**src/rtl/controle_envase_pkg.sv**
```systemverilog
// Shared bottling-line definitions: station FSM encoding and default line parameters.
// Imported by the station controllers and their sub-blocks.
package controle_envase_pkg;

  typedef enum logic [2:0] {
    IDLE    = 3'd0,
    CONVEY  = 3'd1,
    FILL    = 3'd2,
    TO_SEAL = 3'd3,
    SEAL    = 3'd4,
    COUNT   = 3'd5,
    ALARM   = 3'd6
  } estado_t;

  localparam int ROLHA_INIT_DEF   = 20;
  localparam int FILL_TIMEOUT_DEF = 15;
  localparam int DUZIA            = 12;

endpackage

```
**src/rtl/controle_envase_if.sv**
```systemverilog
// Operator, sensor and actuator bundle of the bottling station.
// master drives the operator/sensor side, slave is the station controller.
interface controle_envase_if;

  logic       start;
  logic       stop;
  logic       ack;
  logic       garrafa;
  logic       pos_enchimento;
  logic       nivel_cheio;
  logic       pos_vedacao;
  logic       repor;
  logic       ved_done;
  logic       ved_alarme;

  logic       motor;
  logic       valvula;
  logic       ved_req;
  logic [3:0] cont_garrafas;
  logic [4:0] estoque_rolhas;
  logic       duzia_pronta;
  logic       alarme_geral;

  modport master (
    output start, stop, ack, garrafa, pos_enchimento, nivel_cheio,
           pos_vedacao, repor, ved_done, ved_alarme,
    input  motor, valvula, ved_req, cont_garrafas, estoque_rolhas,
           duzia_pronta, alarme_geral
  );

  modport slave (
    input  start, stop, ack, garrafa, pos_enchimento, nivel_cheio,
           pos_vedacao, repor, ved_done, ved_alarme,
    output motor, valvula, ved_req, cont_garrafas, estoque_rolhas,
           duzia_pronta, alarme_geral
  );

endinterface

```
**src/rtl/contador_duzia.sv**
```systemverilog
// Modulo-12 bottle counter; pulse is high for the one cycle in which the count has
// just wrapped from 11 back to 0.
module contador_duzia
  import controle_envase_pkg::*;
(
  input  logic       clk,
  input  logic       reset,
  input  logic       inc,
  output logic [3:0] count,
  output logic       pulse
);

  always_ff @(posedge clk or posedge reset) begin
    if (reset) begin
      count <= 4'd0;
      pulse <= 1'b0;
    end else begin
      pulse <= 1'b0;
      if (inc) begin
        if (count == 4'(DUZIA - 1)) begin
          count <= 4'd0;
          pulse <= 1'b1;
        end else begin
          count <= count + 4'd1;
        end
      end
    end
  end

endmodule

```
**src/rtl/controle_envase.sv**
```systemverilog
// Bottling station controller: conveyor, filler and sealer sequencing with cork stock
// and dozen tracking. Define FILL_WATCHDOG_EN to alarm on a fill that never completes.
module controle_envase
  import controle_envase_pkg::*;
#(
  parameter int ROLHA_INIT   = ROLHA_INIT_DEF,
  parameter int FILL_TIMEOUT = FILL_TIMEOUT_DEF
) (
  input logic              clk,
  input logic              reset,
  controle_envase_if.slave bus
);

  estado_t    state, next_state;
  logic       stop_pend;
  logic       motor_r, valvula_r, ved_req_r, alarme_r;
  logic [4:0] estoque;
  logic       sem_rolha;
  logic       fill_expired;
  logic [3:0] cont;
  logic       duzia;

  assign sem_rolha = (estoque == 5'd0);

`ifdef FILL_WATCHDOG_EN
  localparam int TIMER_W = $clog2(FILL_TIMEOUT + 1);
  logic [TIMER_W-1:0] fill_timer;

  // Holds the number of FILL cycles already spent; zero whenever the FSM is elsewhere.
  always_ff @(posedge clk or posedge reset) begin
    if (reset)              fill_timer <= '0;
    else if (state != FILL) fill_timer <= '0;
    else                    fill_timer <= fill_timer + 1'b1;
  end

  assign fill_expired = (fill_timer == TIMER_W'(FILL_TIMEOUT - 1));
`else
  logic unused_fill_timeout;
  assign fill_expired        = 1'b0;
  assign unused_fill_timeout = (FILL_TIMEOUT > 0);
`endif

  // NOTE: default assignment first so every path drives next_state and no latch is inferred.
  always_comb begin
    next_state = state;
    unique case (state)
      IDLE:    if (bus.start) next_state = CONVEY;
      CONVEY: begin
        if (stop_pend)                             next_state = IDLE;
        else if (bus.garrafa && bus.pos_enchimento) next_state = FILL;
      end
      FILL: begin
        if (bus.nivel_cheio)   next_state = TO_SEAL;
        else if (fill_expired) next_state = ALARM;
      end
      TO_SEAL: if (bus.pos_vedacao) next_state = sem_rolha ? ALARM : SEAL;
      SEAL: begin
        if (bus.ved_alarme)    next_state = ALARM;
        else if (bus.ved_done) next_state = COUNT;
      end
      COUNT:   next_state = stop_pend ? IDLE : CONVEY;
      ALARM:   if (bus.ack && !bus.ved_alarme && !sem_rolha) next_state = IDLE;
      default: next_state = IDLE;
    endcase
  end

  // NOTE: sequential state uses non-blocking assignments so every register samples pre-edge values.
  // Actuators are decoded from next_state so they are registered yet aligned with the state.
  always_ff @(posedge clk or posedge reset) begin
    if (reset) begin
      state     <= IDLE;
      stop_pend <= 1'b0;
      motor_r   <= 1'b0;
      valvula_r <= 1'b0;
      ved_req_r <= 1'b0;
      alarme_r  <= 1'b0;
    end else begin
      state     <= next_state;
      stop_pend <= (next_state == IDLE) ? 1'b0 : (stop_pend | bus.stop);
      motor_r   <= (next_state == CONVEY) || (next_state == TO_SEAL);
      valvula_r <= (next_state == FILL);
      ved_req_r <= (next_state == SEAL);
      alarme_r  <= (next_state == ALARM);
    end
  end

  // A magazine refill overrides the decrement of a coincident COUNT cycle.
  always_ff @(posedge clk or posedge reset) begin
    if (reset)                              estoque <= 5'(ROLHA_INIT);
    else if (bus.repor)                     estoque <= 5'(ROLHA_INIT);
    else if (state == COUNT && !sem_rolha)  estoque <= estoque - 5'd1;
  end

  contador_duzia u_contador_duzia (
    .clk   (clk),
    .reset (reset),
    .inc   (state == COUNT),
    .count (cont),
    .pulse (duzia)
  );

  assign bus.motor          = motor_r;
  assign bus.valvula        = valvula_r;
  assign bus.ved_req        = ved_req_r;
  assign bus.alarme_geral   = alarme_r;
  assign bus.cont_garrafas  = cont;
  assign bus.estoque_rolhas = estoque;
  assign bus.duzia_pronta   = duzia;

endmodule

```
**src/flat_wrapper.sv**
```systemverilog
// flat-port wrapper written by rule: the top's interface ports become plain ports
module controle_envase_flat import controle_envase_pkg::*;
#(
  parameter int ROLHA_INIT   = ROLHA_INIT_DEF,
  parameter int FILL_TIMEOUT = FILL_TIMEOUT_DEF
)
  (clk, reset, bus_start, bus_stop, bus_ack, bus_garrafa, bus_pos_enchimento, bus_nivel_cheio, bus_pos_vedacao, bus_repor, bus_ved_done, bus_ved_alarme, bus_motor, bus_valvula, bus_ved_req, bus_cont_garrafas, bus_estoque_rolhas, bus_duzia_pronta, bus_alarme_geral);
  controle_envase_if bus_i ();
  input logic clk;
  input logic reset;
  input wire logic [$bits(bus_i.start)-1:0] bus_start;
  input wire logic [$bits(bus_i.stop)-1:0] bus_stop;
  input wire logic [$bits(bus_i.ack)-1:0] bus_ack;
  input wire logic [$bits(bus_i.garrafa)-1:0] bus_garrafa;
  input wire logic [$bits(bus_i.pos_enchimento)-1:0] bus_pos_enchimento;
  input wire logic [$bits(bus_i.nivel_cheio)-1:0] bus_nivel_cheio;
  input wire logic [$bits(bus_i.pos_vedacao)-1:0] bus_pos_vedacao;
  input wire logic [$bits(bus_i.repor)-1:0] bus_repor;
  input wire logic [$bits(bus_i.ved_done)-1:0] bus_ved_done;
  input wire logic [$bits(bus_i.ved_alarme)-1:0] bus_ved_alarme;
  output wire logic [$bits(bus_i.motor)-1:0] bus_motor;
  output wire logic [$bits(bus_i.valvula)-1:0] bus_valvula;
  output wire logic [$bits(bus_i.ved_req)-1:0] bus_ved_req;
  output wire logic [$bits(bus_i.cont_garrafas)-1:0] bus_cont_garrafas;
  output wire logic [$bits(bus_i.estoque_rolhas)-1:0] bus_estoque_rolhas;
  output wire logic [$bits(bus_i.duzia_pronta)-1:0] bus_duzia_pronta;
  output wire logic [$bits(bus_i.alarme_geral)-1:0] bus_alarme_geral;
  assign bus_i.start = bus_start;
  assign bus_i.stop = bus_stop;
  assign bus_i.ack = bus_ack;
  assign bus_i.garrafa = bus_garrafa;
  assign bus_i.pos_enchimento = bus_pos_enchimento;
  assign bus_i.nivel_cheio = bus_nivel_cheio;
  assign bus_i.pos_vedacao = bus_pos_vedacao;
  assign bus_i.repor = bus_repor;
  assign bus_i.ved_done = bus_ved_done;
  assign bus_i.ved_alarme = bus_ved_alarme;
  assign bus_motor = bus_i.motor;
  assign bus_valvula = bus_i.valvula;
  assign bus_ved_req = bus_i.ved_req;
  assign bus_cont_garrafas = bus_i.cont_garrafas;
  assign bus_estoque_rolhas = bus_i.estoque_rolhas;
  assign bus_duzia_pronta = bus_i.duzia_pronta;
  assign bus_alarme_geral = bus_i.alarme_geral;
  controle_envase #(.ROLHA_INIT(ROLHA_INIT), .FILL_TIMEOUT(FILL_TIMEOUT)) u_core (.clk(clk), .reset(reset), .bus(bus_i));
endmodule
```
**config.mk**
```make
export PLATFORM = sky130hd
export DESIGN_NAME = controle_envase_flat
export DESIGN_NICKNAME = d
export VERILOG_FILES = /design/src/rtl/controle_envase_pkg.sv /design/src/rtl/controle_envase_if.sv /design/src/rtl/contador_duzia.sv /design/src/rtl/controle_envase.sv /design/src/flat_wrapper.sv
export SDC_FILE = /design/constraint.sdc
export NUM_CORES = 1
export LEC_CHECK = 0
export ABC_AREA = 1
export CELL_PAD_IN_SITES_DETAIL_PLACEMENT = 1
export CELL_PAD_IN_SITES_GLOBAL_PLACEMENT = 2
export CORE_MARGIN = 10
export CORE_UTILIZATION = 37
export CTS_CLUSTER_SIZE = 30
export DETAILED_ROUTE_END_ITERATION = 12
export DONT_BUFFER_PORTS = 1
export HOLD_SLACK_MARGIN = 0.1
export PLACE_DENSITY = 0.87
export SYNTH_ARGS = -nofsm -noshare
export SYNTH_HDL_FRONTEND = slang
export SYNTH_SLANG_ARGS = --single-unit
```
**constraint.sdc**
```tcl
create_clock -name clk -period 2.05 [get_ports clk]
set_input_delay 0.5125 -clock clk [delete_from_list [all_inputs] [get_ports clk]]
set_output_delay 0.5125 -clock clk [all_outputs]
set_load 0.02 [all_outputs]
```
==> tab_implementation.tex <==
\begin{tabular}{lr}
\hline
Metric & Value \\
\hline
\multicolumn{2}{l}{\textbf{Status}} \\
\quad Status & complete, no violations \\
\multicolumn{2}{l}{\textbf{Setup path}} \\
\quad Setup crit start kind & flip-flop \\
\quad Worst Setup End Kind & flip-flop \\
\quad Kind of critical path & flip-flop to flip-flop \\
\quad Arrival time at the worst endpoint & about 2 ns \\
\quad Worst Path Max Fanout & 4 \\
\quad Worst path required time & approximately 2.3 ns \\
\multicolumn{2}{l}{\textbf{STA}} \\
\quad Setup Skew & around 0.0043 ns \\
\quad Worst-margin pin slew & about 0.7 ns \\
\quad Count of pins over their slew limit & 0 \\
\quad RSZ-0062 raised after global routing & no \\
\quad Maximum operating frequency & $\sim$570 MHz \\
\quad Count of endpoints failing hold in the final timing report & 0 \\
\quad Portion of the clock cycle consumed by the worst path in the final layout & a little under nine tenths \\
\quad Number of endpoints failing setup at the final stage & 0 \\
\quad Aggregate negative setup slack & 0 ns \\
\quad Headroom to the max-slew limit & about 54\% \\
\quad Final critical delay including setup and external delays & 1.75 ns \\
\multicolumn{2}{l}{\textbf{Cells and area}} \\
\quad Footprint of the multi-input gates & between 400 and 500 sq um \\
\quad Final-stage net count & between 100 and 150 \\
\quad Inserted Diodes & 0 \\
\quad Number of fill cells in the layout & between 300 and 400 \\
\quad Layout overhead on the synthesized area & 6.71\% \\
\quad Reg area & around 450 sq um \\
\quad Non-Filler Instances & around 160 \\
\quad Share of final-layout standard cells stronger than drive strength 1 & 14.4\% \\
\multicolumn{2}{l}{\textbf{Hold path}} \\
\quad Path category of the worst min-delay check & input port to async pin \\
\multicolumn{2}{l}{\textbf{Global routing}} \\
\quad Global router's overall resource usage & approximately 9.8\% \\
\quad First-pass GRT wire length & around 4.2 mm \\
\quad Antenna violations before repair & 0 \\
\quad Grt ovf & 0 \\
\quad Vias in the first global route & 890 \\
\quad Maximum number of pins on one net before global-route repair & 19 \\
\multicolumn{2}{l}{\textbf{Route}} \\
\quad Drt total wl & around 2.4 mm \\
\quad Total DRC errors in the routed layout & 0 \\
\quad Vias per cell & about 5.1 \\
\quad Drt wl/cell & between 15 and 20 um \\
\quad Initial DRC Count & 19 \\
\quad 1st-pass router iterations & 4 \\
\quad Overall via count from detail\_route & $\sim$800 \\
\quad Final antenna-violating net count & 0 \\
\multicolumn{2}{l}{\textbf{Synth}} \\
\quad Count of synthesis-stage warnings from yosys & 0 \\
\quad Fraction of registers with async set or reset after synthesis & 100\% \\
\quad Sequential area share after synthesis & a little under half \\
\quad Top cells by count, synth & 25 x nand2\_1, 18 x inv\_1, 17 x nor2\_1 \\
\quad Synthesized instance count & between 100 and 150 \\
\quad Most frequent cell after synthesis & nand2\_1 \\
\quad Area fraction of the dominant cell type after synthesis & roughly 41\% \\
\quad Mapped Nets & approximately 140 \\
\quad Mapped cell area & $\sim$1000 sq um \\
\quad Number of enable flip-flop cells after synthesis & 0 \\
\quad Largest cells by area after synthesis & dfrtp\_1 41\%, nand2\_1 9.5\%, inv\_1 6.8\% \\
\quad Mean area per synthesized cell & $\sim$8.1 sq um \\
\quad Cell type with the highest aggregate area in the netlist & dfrtp\_1 \\
\quad Register bit total from synthesis & 18 \\
\quad Top FF cell, synth & dfrtp\_1 \\
\quad Post-synthesis cell type count & 26 \\
\multicolumn{2}{l}{\textbf{Place}} \\
\quad Number of port buffers & 0 \\
\quad Post-detailed-placement half-perimeter wirelength & 1.98 mm \\
\quad GP Congestion & roughly 0.78 \\
\quad DP Cell Count & between 150 and 200 \\
\multicolumn{2}{l}{\textbf{Clocking}} \\
\quad Clock slew at reported path FFs & roughly 0.11 ns \\
\quad Worst-skew pair later-pin latency & around 0.30 ns \\
\quad Post-CTS resize count & 0 \\
\quad Post-CTS Setup Repair Bufs & 0 \\
\quad Clock root buffer & clkbuf\_4 \\
\quad Clock tree buffer depth & 2 \\
\quad Clock tree from TritonCTS & yes \\
\quad Num CTS Buffers & 3 \\
\quad H-tree levels & 1 \\
\quad Sink Count & 18 \\
\quad \# hold bufs at CTS & 0 \\
\multicolumn{2}{l}{\textbf{Power}} \\
\quad Standby leakage power & between 0.5 and 0.6 nW \\
\quad IR drop worst, VDD & roughly 0.0006 V \\
\quad Power Dens Cells & between 1000 and 1500 nW/um\^{}2 \\
\multicolumn{2}{l}{\textbf{Die}} \\
\quad Core Box Area & between 2000 and 3000 sq um \\
\quad Initial core utilization & 39.2\% \\
\quad DIE WIDTH & approximately 72 um \\
\quad Site row count & 18 \\
\quad Die Y-Extent & 71.7 um \\
\quad I/O Pins & 26 \\
\quad Die Footprint & about 5100 sq um \\
\multicolumn{2}{l}{\textbf{Job}} \\
\quad Count of maximum capacitance violations & 0 \\
\hline
\end{tabular}
-- layout make-up --
cell class	count	share of cell area, %
well taps	30	3.56
inverters	20	7.12
multi-input cells	83	42.9
clock buffers	4	3.44
flip-flops and latches	18	42.9
-- metal layers --
layer  GRT usage [%]  wire length [um]  up-vias
met5               0                 0        -
met4            3.23                34        0
met3            3.44               166        5
met2            16.9              1260       14
met1            11.1               969      380
li1                -                 -      392
-- critical path, stage by stage (launching register included) --
cell and delay, ns:
dfrtp_1 0.53, inv_1 0.12, ha_1 0.19, inv_1 0.05, nor2_1 0.04, nand2_1 0.17
nand2_1 0.10, a21oi_2 0.23, nand3_1 0.11, nand2_1 0.07, inv_1 0.04
-- cells in the final DEF (no fill, tap or decap) --
master,instances
a21oi_2,1
o21ai_0,5
nand2_1,25
nor2_1,17
dfrtp_1,16
nand3b_1,1
nor3_1,2
nor3b_2,1
or2_2,1
nor3_4,1
clkbuf_8,1
dfstp_2,2
nor2_4,1
nand2_4,1
inv_1,18
ha_1,3
o21ai_1,1
nor2_2,1
nand2_2,1
inv_2,2
nor2_8,1
nand3_2,1
o31ai_1,1
nand3_1,11
clkbuf_4,3
a21oi_1,4
nand4_1,3
-- logic make-up after synthesis --
logic type               synth area share [%]
flip-flops                               45.8
AO/OA/AOI/OAI                            6.71
AND/OR/NAND/NOR                          35.3
buffers and inverters                    8.35
adder cells (fa/ha/maj)                  3.80
-- sequential cells by signal (all words and copies together) (netlist names) --
register	flops
u_core.bus.ved_req	1
u_core.state	3
u_core.stop_pend	1
u_core.bus.motor	1
u_core.bus.estoque_rolhas	5
u_core.bus.valvula	1
u_core.u_contador_duzia.count	4
u_core.u_contador_duzia.pulse	1
u_core.bus.alarme_geral	1
-- stage by stage --
step / setup slack [ns] / instance area [sq um] / power, mW / utilization [%] / hold WS (ns)
after floorplan: 0.537 / 988 / 1.04 / - / 0.450
after global placement: 0.431 / 1020 / 1.14 / 40.4 / 0.537
after detailed placement: 0.286 / 1020 / 1.17 / 40.4 / 0.552
after CTS: 0.274 / 1050 / 1.39 / 41.8 / 0.221
after global routing: 0.0722 / 1050 / 1.51 / 41.8 / 0.235
final: 0.299 / 1050 / 1.37 / 41.8 / 0.193
-- where the power goes --
part	total, mW	internal [mW]	switching [mW]	leakage, nW
clock	0.224	0.108	0.115	0.0210
combinational	0.487	0.168	0.319	0.291
sequential	0.660	0.458	0.202	0.231
-- path summary, 6_finish.rpt --
path	startpoint	to	slack, ns	cells after the start
worst min-delay path	reset	u_core.bus.estoque_rolhas[1]$_DFFE_PP0P_	0.19	1
worst max register to register	u_core.bus.estoque_rolhas[1]$_DFFE_PP0P_	u_core.stop_pend$_DFF_PP0_	0.30	10
min in group clk	bus_repor	u_core.bus.estoque_rolhas[3]$_DFFE_PP0P_	0.26	1
worst max-delay path	u_core.bus.estoque_rolhas[1]$_DFFE_PP0P_	u_core.stop_pend$_DFF_PP0_	0.30	10
max in group asynchronous	reset	u_core.bus.ved_req$_DFF_PP0_	1.42	1
worst min register to register	u_core.bus.estoque_rolhas[4]$_DFFE_PP1P_	u_core.bus.estoque_rolhas[4]$_DFFE_PP1P_	0.56	2
No activity file was read; power rests on OpenSTA's default activity.
